--- config.mk ---
export PLATFORM = sky130hd
export DESIGN_NAME = edge_event_bank
export DESIGN_NICKNAME = d
export VERILOG_FILES = /design/src/rtl/edge_event_bank.sv
export SDC_FILE = /design/constraint.sdc
export NUM_CORES = 1
export LEC_CHECK = 0
export CORE_UTILIZATION = 50
export CTS_BUF_LIST = sky130_fd_sc_hd__clkbuf_16
export DETAILED_ROUTE_END_ITERATION = 12
export HOLD_SLACK_MARGIN = 0.1
export PLACE_DENSITY = 0.79
export SYNTH_ARGS = -nofsm -noshare
export SYNTH_HDL_FRONTEND = slang
export SYNTH_SLANG_ARGS = --single-unit
export TNS_END_PERCENT = 20
--- constraint.sdc ---
create_clock -name clk -period 3.5 [get_ports clk]
set_input_delay 0.7 -clock clk [delete_from_list [all_inputs] [get_ports clk]]
set_output_delay 0.7 -clock clk [all_outputs]
set_load 0.01 [all_outputs]
--- src/rtl/edge_event_bank.sv ---
// Multi-channel input conditioner: synchroniser, optional debounce, edge pulses,
// sticky per-channel event flags and an OR-reduced interrupt.
module edge_event_bank #(
  parameter int unsigned CHANNELS        = 8,
  parameter int unsigned SYNC_STAGES     = 2,
  parameter int unsigned DEBOUNCE_CYCLES = 16
) (
  input  logic                clk,
  input  logic                reset,
  input  logic [CHANNELS-1:0] level,
  input  logic [CHANNELS-1:0] rise_enable,
  input  logic [CHANNELS-1:0] fall_enable,
  input  logic [CHANNELS-1:0] event_clear,
  output logic [CHANNELS-1:0] stable_level,
  output logic [CHANNELS-1:0] pos_edge,
  output logic [CHANNELS-1:0] neg_edge,
  output logic [CHANNELS-1:0] any_edge,
  output logic [CHANNELS-1:0] event_pending,
  output logic                irq
);

  localparam bit          BYPASS = (DEBOUNCE_CYCLES < 2);
  // Counter is kept at least one bit wide so bypass builds stay legal.
  localparam int unsigned CNT_W  = BYPASS ? 1 : $clog2(DEBOUNCE_CYCLES + 1);

  logic [SYNC_STAGES-1:0][CHANNELS-1:0] sync_q;
  logic [CHANNELS-1:0]                  sync;
  logic [CHANNELS-1:0]                  stable_next;
  logic [CHANNELS-1:0]                  event_set;

  // Plain flop chain per channel, nothing between stages.
  always_ff @(posedge clk or posedge reset) begin
    if (reset) begin
      sync_q <= '0;
    end else begin
      sync_q[0] <= level;
      for (int s = 1; s < SYNC_STAGES; s++) begin
        sync_q[s] <= sync_q[s-1];
      end
    end
  end

  assign sync = sync_q[SYNC_STAGES-1];

  if (BYPASS) begin : g_bypass
    assign stable_next = sync;
  end else begin : g_debounce
    logic [CHANNELS-1:0][CNT_W-1:0] cnt_q;
    logic [CHANNELS-1:0][CNT_W-1:0] cnt_d;

    // Accept a new value only after it has differed for DEBOUNCE_CYCLES samples.
    always_comb begin
      cnt_d       = cnt_q;
      stable_next = stable_level;
      for (int i = 0; i < CHANNELS; i++) begin
        if (sync[i] == stable_level[i]) begin
          cnt_d[i] = '0;
        end else if (cnt_q[i] == CNT_W'(DEBOUNCE_CYCLES - 1)) begin
          stable_next[i] = sync[i];
          cnt_d[i]       = '0;
        end else begin
          cnt_d[i] = cnt_q[i] + CNT_W'(1);
        end
      end
    end

    always_ff @(posedge clk or posedge reset) begin
      if (reset) begin
        cnt_q <= '0;
      end else begin
        cnt_q <= cnt_d;
      end
    end
  end

  // A set in the same cycle as a clear wins so no event is dropped.
  assign event_set = (pos_edge & rise_enable) | (neg_edge & fall_enable);

  always_ff @(posedge clk or posedge reset) begin
    if (reset) begin
      stable_level  <= '0;
      pos_edge      <= '0;
      neg_edge      <= '0;
      event_pending <= '0;
      irq           <= 1'b0;
    end else begin
      stable_level  <= stable_next;
      pos_edge      <= stable_next & ~stable_level;
      neg_edge      <= ~stable_next & stable_level;
      event_pending <= event_set | (event_pending & ~event_clear);
      irq           <= |event_pending;
    end
  end

  assign any_edge = pos_edge | neg_edge;

endmodule

* Yosys cells after proc, flatten, opt, wreduce, memory -nomap -nowiden *
Index checks and enable logic that the tools add are counted.

storage, ports and cells
  register bits after elaboration = 89
  latch bits = 0
  memory bits (writable) = 0
  ROM bits = 0
  input bits = 34
  output and inout bits = 41
  word-level logic and storage cells = 83
  memories = 0

cells by class
  add/subtract/negate cells = 8
  multipliers = 0
  div/mod/pow operators = 0
  order comparisons = 0
  equality and inequality tests = 16
  shift operators = 0
  muxes and demuxes = 32
  bitwise logic cells = 11
  reductions and logical operators = 1

operator list
  cell                                           number
  two-way mux 5 bit                              16
  adder 5 x 1 -> 5 bit, second input constant    8
  AND 8 bit                                      5
  == test 5 x 4 -> 1 bit, second input constant  8
  NOT 8 bit                                      3
  bitwise OR 8 bit                               3
  two-way mux 1 bit                              16
  == test 1 bit                                  8
  OR reduction 8 bit                             1

* Longest topological paths before layout *
  word-level depth = 5
  gate-level depth with buffers = 4
  mapped depth without buffers = 4

* Worst setup path after synthesis *
Ideal clock, no wire load.

  kind = register to output
  from = register pos_edge[7]
  to = output any_edge[7]
  data arrival time = 727 ps
  data required time = 2,800 ps
  setup slack = 2,073 ps
  stages on the path, launching flop included = 2
  path buffers = 0
  cells stage by stage = dfrtp_1 -> or2_2

between the ends
  longest elaborated chain between the ends = 1

RTL lines
  what                    line  RTL
  from (decl)             15    output logic [CHANNELS-1:0] pos_edge,
  from (signal assigned)  88    pos_edge <= stable_next & ~stable_level;
  bitwise OR 8 bit        95    assign any_edge = pos_edge | neg_edge;
  to (decl)               17    output logic [CHANNELS-1:0] any_edge,

No other way between the ends.

* Worst setup path after layout *
  from = register neg_edge[6]
  to = output any_edge[6]

between the ends
  longest elaborated chain between the ends = 1

RTL lines
  what                    line  RTL
  from (decl)             16    output logic [CHANNELS-1:0] neg_edge,
  from (signal assigned)  89    neg_edge <= ~stable_next & stable_level;
  bitwise OR 8 bit        95

No other way between the ends.

==> results by group <==
Timing
  • RSZ-0062 raised after global routing: no
  • Final setup violation count: 0
  • Slew Limit Fails: 0
  • Setup TNS: 0 ps
  • Final hold vios: 0
  • Max frequency: 0.4545 GHz
  • Tightest Pin Transition: 795.5 ps
  • Min Clock Period, post-route: 2200 ps
  • Max Clock Skew: 5.355 ps
  • Final Cycle Share: 0.6286
  • Worst slew margin: 0.4690

Clock network
  • CTS H-tree lvls: 3
  • CTS tree: yes
  • Setup bufs post-CTS: 0
  • PostCTS Resize Cnt: 0
  • CTS Root Cell: clkbuf_16
  • CTS max path bufs: 2
  • Clock latency on the worst-skew pair: 330 ps
  • Clk pin slew, worst setup/hold paths: 60 ps
  • Post-CTS Hold Fix Bufs: 0
  • Total CTS buffers: 9
  • Sink Count: 89

Setup path
  • Worst Path Arrival: 1500 ps
  • Kind of critical path: reg -> out
  • Crit path max fanout: 3
  • WP data required: 2800 ps
  • Crit path launch type: flip-flop
  • Critical Path End Type: output pin
  • Reg2reg setup slack: 2240 ps

Die
  • Die W: 85.38 um
  • Core Region: 6756 um^2
  • Die Ht: 85.38 um
  • Initial core utilization: 0.5144
  • Row Count: 30
  • Die ar.: 7289 um^2
  • Number of I/O pins: 75

Power
  • Pwr Density: 470.3 nW/um^2
  • Internal: 1.734 mW
  • Switching share of power: 0.2051
  • Maximum vdd drop: 0.2835 mV
  • Pleak: 2.462 nW
  • Switching power: 447.5 uW
  • Comb power frac: 0.052
  • Sequential share of power: 0.500
  • Clock share of power: 0.448

Min path
  • HP Class: reg -> reg

Synth
  • Yosys warning count: 0
  • Post-synthesis cell count: 253
  • Dominant synthesized flop cell: dfrtp_1
  • Area of the mapped netlist: 3476 um^2
  • Sequential-to-total area share from yosys stat: 0.6407
  • Synthesis-stage register bit count: 89
  • Syn_nets: 295
  • Post-synth ARST share: 1.000
  • Synthesized area per cell: 13.74 um^2
  • Distinct cells, synth: 19
  • Post-synth EDFFs: 0

Global routing
  • Initial antenna violation count: 0
  • Global-route wire length before repair: 11.04 mm
  • Remaining global-route overflow: 0
  • Vias in the first global route: 2360
  • Largest net degree at the start of global routing: 47
  • GRT Overall Usage: 0.2010

Layout
  • ANT cells: 0
  • Final cell count without fillers: 423
  • Final #Nets: 381
  • FILL cells: 489
  • Area Overhead vs Synth: 33.48%
  • Layout cells sized above 1: 0.1254
  • Final Util: 0.6867
  • Post-Layout Inst Area: 4639 um^2

Routing
  • Post-DR wirelength/cell: 15.97 um
  • Initial DRC Count: 125
  • WL final: 6.756 mm
  • Drt pass-1 iters: 4
  • ANT nets after route: 0
  • # DRC: 0
  • Routed vias: 2217
  • Avg Vias per Cell: 5.241

Place
  • Port Buf Inserts: 74
  • Final HPWL from detailed placement: 4.587 mm
  • Placer Congestion: 0.7293
  • Placed cell count: 408
  • Placed instance area: 4338 um^2

Run
  • Max-cap violations: 0

Status
  • Status: completed
synthesized netlist by cell type, drive strengths merged (9+ instances only):
master,n,area [um^2]
dfrtp,89,2227
xor2,24,210.2
nand2,17,63.81
nor2,16,60.06
nor3b,16,120.1
and2,9,56.30
inv,9,33.78
power by group through the flow:
stage	Combinational (mW)	Clock [mW]	Sequential, mW
2_1_floorplan	0.0571	0	1.10
3_3_place_gp	0.108	0	1.11
3_5_place_dp	0.114	0	1.11
4_1_cts	0.116	0.998	1.09
5_1_grt	0.127	1.04	1.09
6_report	0.113	0.978	1.09
logic make-up after synthesis:
logic type	after synthesis	share of synthesized area
AO/OA/AOI/OAI	24	0.04320
XOR/XNOR	24	0.06047
adder cells (fa/ha/maj)	8	0.02880
buffers and inverters	9	0.009719
flip-flops	89	0.6407
multiplexers	8	0.03456
AND/OR/NAND/NOR	91	0.1825
final timing paths:
kind                                           from  depth (start not counted)         endpoint
worst min register to register            sync_q[2]                          0          sync[2]
worst max-delay path                    neg_edge[6]                          2      any_edge[6]
worst max register to register  g_debounce.cnt_q[0]                          3  stable_level[0]
worst min-delay path                      sync_q[2]                          0          sync[2]
max in group asynchronous                     reset                          3  stable_level[5]
min in group asynchronous                     reset                          2        sync_q[7]
critical path, cell delays in order (launching register included):
cell and delay [ps]:
dfrtp_1 390, or2_2 290, clkdlybuf4s50_1 490
sequential cells by signal, indices dropped and copies added, names as in the netlist:
register,cells
g_debounce.cnt_q,40
neg_edge,8
pos_edge,8
sync_q,8
stable_level,8
event_pending,8
irq,1
sync,8
layer usage:
layer / vias up / GRT usage / part of all wire / routed length, um
met5: - / 0 / 0 / 0
met2: 67 / 0.3541 / 0.51 / 3413
li1: 1044 / - / - / -
met3: 10 / 0.04475 / 0.048 / 323
met4: 0 / 0.06818 / 0.014 / 96
met1: 1096 / 0.2459 / 0.43 / 2922
layout make-up:
cell class | instances | area, um^2 | area share
Tap cell | 80 | 100.1 | 0.02157
Timing Repair Buffer | 75 | 760.7 | 0.1640
Clock buffer | 9 | 225.2 | 0.04854
Inverter | 9 | 35.03 | 0.007551
Sequential cell | 89 | 2227 | 0.4800
Clock inverter | 6 | 76.32 | 0.01645
Multi-Input combinational cell | 155 | 1215 | 0.2619
stage by stage:
stage	setup slack (ps)	hold slack [ps]	total power, mW
finish	1300	348.8	2.182
global route	1252	357.0	2.264
CTS	1287	351.3	2.205
detailed placement	1605	335.5	1.222
global placement	1616	332.5	1.214
floorplan	493.1	331.2	1.159
layout by cell type (no fill, tap or decap), types with 2 or more instances in the layout:
cell | netlist | layout
dfrtp_1 | 89 | 89
clkdlybuf4s50_1 | 0 | 74
xor2_1 | 24 | 24
nand2_1 | 17 | 17
nor2_1 | 16 | 16
nor3b_1 | 16 | 16
inv_1 | 9 | 10
and2_1 | 9 | 9
clkbuf_16 | 0 | 9
nand3_1 | 8 | 8
or2_2 | 8 | 8
a22oi_1 | 8 | 8
o21ai_0 | 8 | 8
mux2_4 | 8 | 8
a31oi_1 | 8 | 8
ha_1 | 8 | 8
nand4b_4 | 7 | 7
and3_2 | 5 | 5
and3_1 | 2 | 2
nor4_1 | 2 | 2
clkinv_2 | 0 | 2
bufinv_16 | 0 | 2
Note: power is estimated with default switching activity, not from simulation.
==> patch 1 (same settings) <==
`DEBOUNCE_CYCLES`: 16 -> 32.
--- a/src/rtl/edge_event_bank.sv
+++ b/src/rtl/edge_event_bank.sv
@@ -5,3 +5,3 @@
   parameter int unsigned SYNC_STAGES     = 2,
-  parameter int unsigned DEBOUNCE_CYCLES = 16
+  parameter int unsigned DEBOUNCE_CYCLES = 32
 ) (
Behaviour: same outputs for any inputs over 10 cycles, from zero or initial values and one cycle with reset high; that may be too few to reach the edited logic, so the function may still have changed.
==> patch 1 against the original RTL <==
Area after synthesis is 12% higher. Wire length is 4.6% higher. Clock power is 8% higher. Register-to-register slack worse by 0.34 ns. Sequential cell count is 8 higher. Sequential share of layout area is 0.46 points lower. Synthesized cell count is 26% higher. Power is 8.2% higher. Design area is 10% higher. Setup slack worse by 0.021 ns. Sequential power is 8% higher. Critical endpoint is now any_edge[3]. Largest cell class unchanged.
==> patch 1: results (changes against the original RTL) <==
stage;metric;value;unit;change
grt;antenna_found_initial;0;;unchanged
pwr;ir_drop;0.292;mV;+3.2%
grt;grt_pass1_wl;12400;um;+12%
grt;grt_max_degree;79;;+68%
hold_path;hold_path_class;flip-flop to flip-flop;;
cts;cts_root_buf;clkbuf_16;;
synth;ys_seq_area_share;62.3;%;-1.8 points
synth;avgSynthCellArea;12.2;um^2;-11%
finish;final_nets;449;;+18%
cts;cts.repair.resized;0;;unchanged
synth;synthMuxAreaShare;2.50;%;-0.95 points
job;max_cap_viol_count;0;;unchanged
finish;diodes;0;;unchanged
finish;largest_register_ffs;48;;+20%
synth;synthTopCellsByArea;dfrtp_1 62%, xor2_1 4.9%, xnor2_1 4.0%;;
synth;synthArstFlopShare;100;%;unchanged
worst_setup_path;worst-endpoint-arrival;1.52;ns;+0.02 ns
synth;yosysUniqueCellTypes;25;;+6
sta;relSlewSlack;38.7;%;-8.2 points
synth;yosys.area_share.xor_xnor;8.99;%;+2.9 points
synth;synth_common_cells;97 x dfrtp_1, 28 x nor2_1, 22 x o21ai_0, 22 x xor2_1, 21 x nand3_1;;
cts;cts_max_path_buffers;2;;unchanged
synth;syn_nets;362;;+23%
synth;yosys.area_share.adder;2.57;%;-0.31 points
place;hpwl;5030;um;+9.6%
finish;drive_above_1_share;10.5;%;-2.1 points
finish;top_register;g_debounce.cnt_q;;
sta;fin_skew;0.00502;ns;-0.000331 ns
cts;cts-buffers-inserted;9;;unchanged
cts;insertion_delay;0.33;ns;about the same
synth;synth_compound_area_share;5.39;%;+1.1 points
place;gp_congestion;0.763;;+4.6%
place;pre_cts_ws;1.40;ns;-0.205 ns
outcome;status;finished, final reports clean;;
routing;viasPerCell;5.22;;-0.49%
pwr;p_leak;0.00224;uW;-8.8%
finish;stdcell_count;510;;+21%
synth;yosys_warnings;0;;unchanged
routing;wl_per_cell;13.9;um;-13%
cts;htreeDepth;3;;unchanged
cts;cts_setup_buffers;0;;unchanged
cts;path_clk_slew;0.06;ns;about the same
routing;firstDrtPassIters;4;;unchanged
finish;fillers;544;;+11%
worst_setup_path;crit_path_max_fanout;3;;unchanged
grt;grtUsageTotal;19.1;%;-0.99 points
routing;drtIter0Drc;115;;-8.0%
place;dp.cells;495;;+21%
## patch 1: cell count changes in the layout (fill, tap and decap cells not counted), sizes merged, moves of 6 or more
cell,change
a21oi,+8
a31oi,-8
and2,-6
dfrtp,+8
nand2,-8
nand3,+15
nand4b,-8
nor2,+12
o21ai,+14
or2,+6
or3,+6
xnor2,+18
## patch 1: metrics by stage
stage	hold slack, ns	instance area [um^2]	power, uW
floorplan	0.331	3900	1260
global placement	0.334	4780	1310
detailed placement	0.340	4780	1320
CTS	0.353	5100	2380
global route	0.359	5100	2450
finish	0.347	5100	2360
## patch 1: final cells by class
cell class | count | area share, %
clock buffer | 9 | 4.41
clock inverter | 6 | 1.99
inverter | 9 | 0.711
multi-input combinational | 214 | 28.1
sequential | 97 | 47.5
tap | 99 | 2.43
timing repair buffer | 76 | 14.8
## patch 1: power breakdown
group	internal [uW]	leakage (uW)	switching, uW
clock	686	0.000169	375
sequential	1150	0.00130	31.2
combinational	62.7	0.000778	52.3
## patch 1: path summary, 6_finish.rpt
path                                     start          endpoint  slack, ns  cells after the start
setup / recovery                   neg_edge[3]       any_edge[3]       1.28                      2
min in group asynchronous                reset  event_pending[3]       0.91                      2
hold reg to reg                      sync_q[5]           sync[5]       0.35                      0
max in group asynchronous                reset   stable_level[1]       1.82                      3
hold / removal                       sync_q[5]           sync[5]       0.35                      0
setup reg to reg           g_debounce.cnt_q[6]   stable_level[1]       1.90                      4
## patch 1: per-layer routing
layer  track usage [%]  vias to the layer above  wire length, um
li1                  -                     1279                -
met1              24.4                     1305             3190
met2              30.7                       59             3430
met3              4.88                       17              311
met4              9.01                        0              133
met5                 0                        -                0
## patch 1: worst max-delay path: stages, from the launching register on
cell             delay, ns
dfrtp_1               0.41
or2_2                 0.31
clkdlybuf4s50_1       0.48
==> patch 2 (same flow settings) <==
Made on the original files. Reset style: synchronous (`reset`), changed in 3 clocked blocks.
--- a/src/rtl/edge_event_bank.sv
+++ b/src/rtl/edge_event_bank.sv
@@ -31,3 +31,3 @@
   // Plain flop chain per channel, nothing between stages.
-  always_ff @(posedge clk or posedge reset) begin
+  always_ff @(posedge clk) begin
     if (reset) begin
@@ -66,3 +66,3 @@
 
-    always_ff @(posedge clk or posedge reset) begin
+    always_ff @(posedge clk) begin
       if (reset) begin
@@ -78,3 +78,3 @@
 
-  always_ff @(posedge clk or posedge reset) begin
+  always_ff @(posedge clk) begin
     if (reset) begin
Formal check against the unedited RTL: same outputs for any inputs over 10 cycles, from zero or initial values and one cycle with reset high; that may be too few to reach the edited logic, so the function may still have changed.
==> patch 2 against the original RTL <==
Die area down 9.3%. Setup slack better by 0.073 ns. Area after synthesis down 9.5%. Combinational power down 41%. Sequential power down 6%. Synthesized cell count up 19%. Core utilization up 1.6 points. Clock skew down 0.0021 ns. Critical path type unchanged. Power down 13%. Wire length down 23%. Design area down 9.3%. Sequential cell count unchanged.
==> patch 2: results (changes against the original RTL) <==
stage;metric;value;unit;change
outcome;status;finished, final reports clean;;
finish;drive_above_1_share;7.53;%;-5.0 points
routing;drtIter0Drc;67;;-46%
synth;synthTopCellsByArea;dfxtp_1 57%, nor2_1 6.7%, ha_1 6.4%;;
synth;syn_nets;350;;+19%
synth;synthArstFlopShare;0;%;-100 points
worst_setup_path;crit_end;any_edge[3];;
grt;grt_pass1_wl;8510;um;-23%
sta;fin_skew;0.00323;ns;-0.00213 ns
pwr;p_int;1530;uW;-12%
place;gp_congestion;0.648;;-11%
grt;grtUsageTotal;17.2;%;-2.9 points
synth;synth_common_cells;89 x dfxtp_1, 56 x nor2_1, 24 x inv_1;;
worst_setup_path;r2r-start;g_debounce.cnt_q[25];;
finish;final_nets;430;;+13%
finish;fillers;454;;-7.2%
worst_setup_path;crit_start;neg_edge[3];;
pwr;pwr-share-comb;3.5;%;-1.7 points
worst_setup_path;reg2reg_depth;5;;+2
worst_setup_path;r2r_setup_slack;1.95;ns;-0.29 ns
grt;grt_max_degree;54;;+15%
place;hpwl;3890;um;-15%
synth;ys_seq_area_share;56.6;%;-7.4 points
pwr;ir_drop;0.340;mV;+20%
routing;wl_per_cell;11.3;um;-29%
[patch 2: per-stage QoR]
step | power, uW | setup slack, ns | hold slack (ns) | std cells | utilization [%]
5_1_grt | 1980 | 1.33 | 0.449 | 460 | 70.3
6_report | 1910 | 1.37 | 0.437 | 460 | 70.3
2_1_floorplan | 1080 | 2.05 | 0.414 | 300 | -
3_3_place_gp | 1120 | 1.65 | 0.417 | 444 | 66.0
4_1_cts | 1930 | 1.36 | 0.440 | 460 | 70.3
3_5_place_dp | 1120 | 1.64 | 0.427 | 444 | 66.0
[patch 2: power by group through the flow]
stage	clock (uW)	sequential [uW]	combinational [uW]
after floorplan	0	1050	27.5
after global placement	0	1050	65.9
after detailed placement	0	1050	67.1
after CTS	831	1030	67.6
after global routing	872	1030	72.8
final	809	1030	66.6
[patch 2: layer usage]
metal,up-vias,routed length (um),global-route usage (%),part of all wire (%)
met5,-,0,0,0
met4,0,111,9.64,2.1
met3,11,297,3.82,5.7
met2,55,2480,29.3,48
met1,1011,2300,19.8,44
li1,1151,-,-,-
[patch 2: worst min-delay path by stage]
stage               startpoint      end  slack (ns)  cells after the start
floorplan            sync_q[0]  sync[0]        0.41                      1
global placement     sync_q[0]  sync[0]        0.42                      1
detailed placement   sync_q[3]  sync[3]        0.43                      1
CTS                  sync_q[3]  sync[3]        0.44                      1
global route         sync_q[3]  sync[3]        0.45                      1
finish               sync_q[3]  sync[3]        0.44                      1
[patch 2: area by class of cell]
class | instances | share of cell area [%]
timing repair buffer | 75 | 17.7
clock inverter | 7 | 0.684
tap | 75 | 2.23
multi-input combinational | 181 | 29.6
sequential | 89 | 42.3
inverter | 24 | 2.14
clock buffer | 9 | 5.35
[patch 2: kinds of logic (layout without fill, tap and decap cells)]
logic type	after synthesis	count (layout)	synth area share, %
muxes	8	8	2.55
AOI/OAI and AO/OA	9	9	2.70
buffers and inverters	30	115	3.74
xor gates and xnor gates	24	24	6.68
DFF	89	89	56.6
and+or+nand+nor	124	124	21.3
adders and majority gates	16	16	6.36
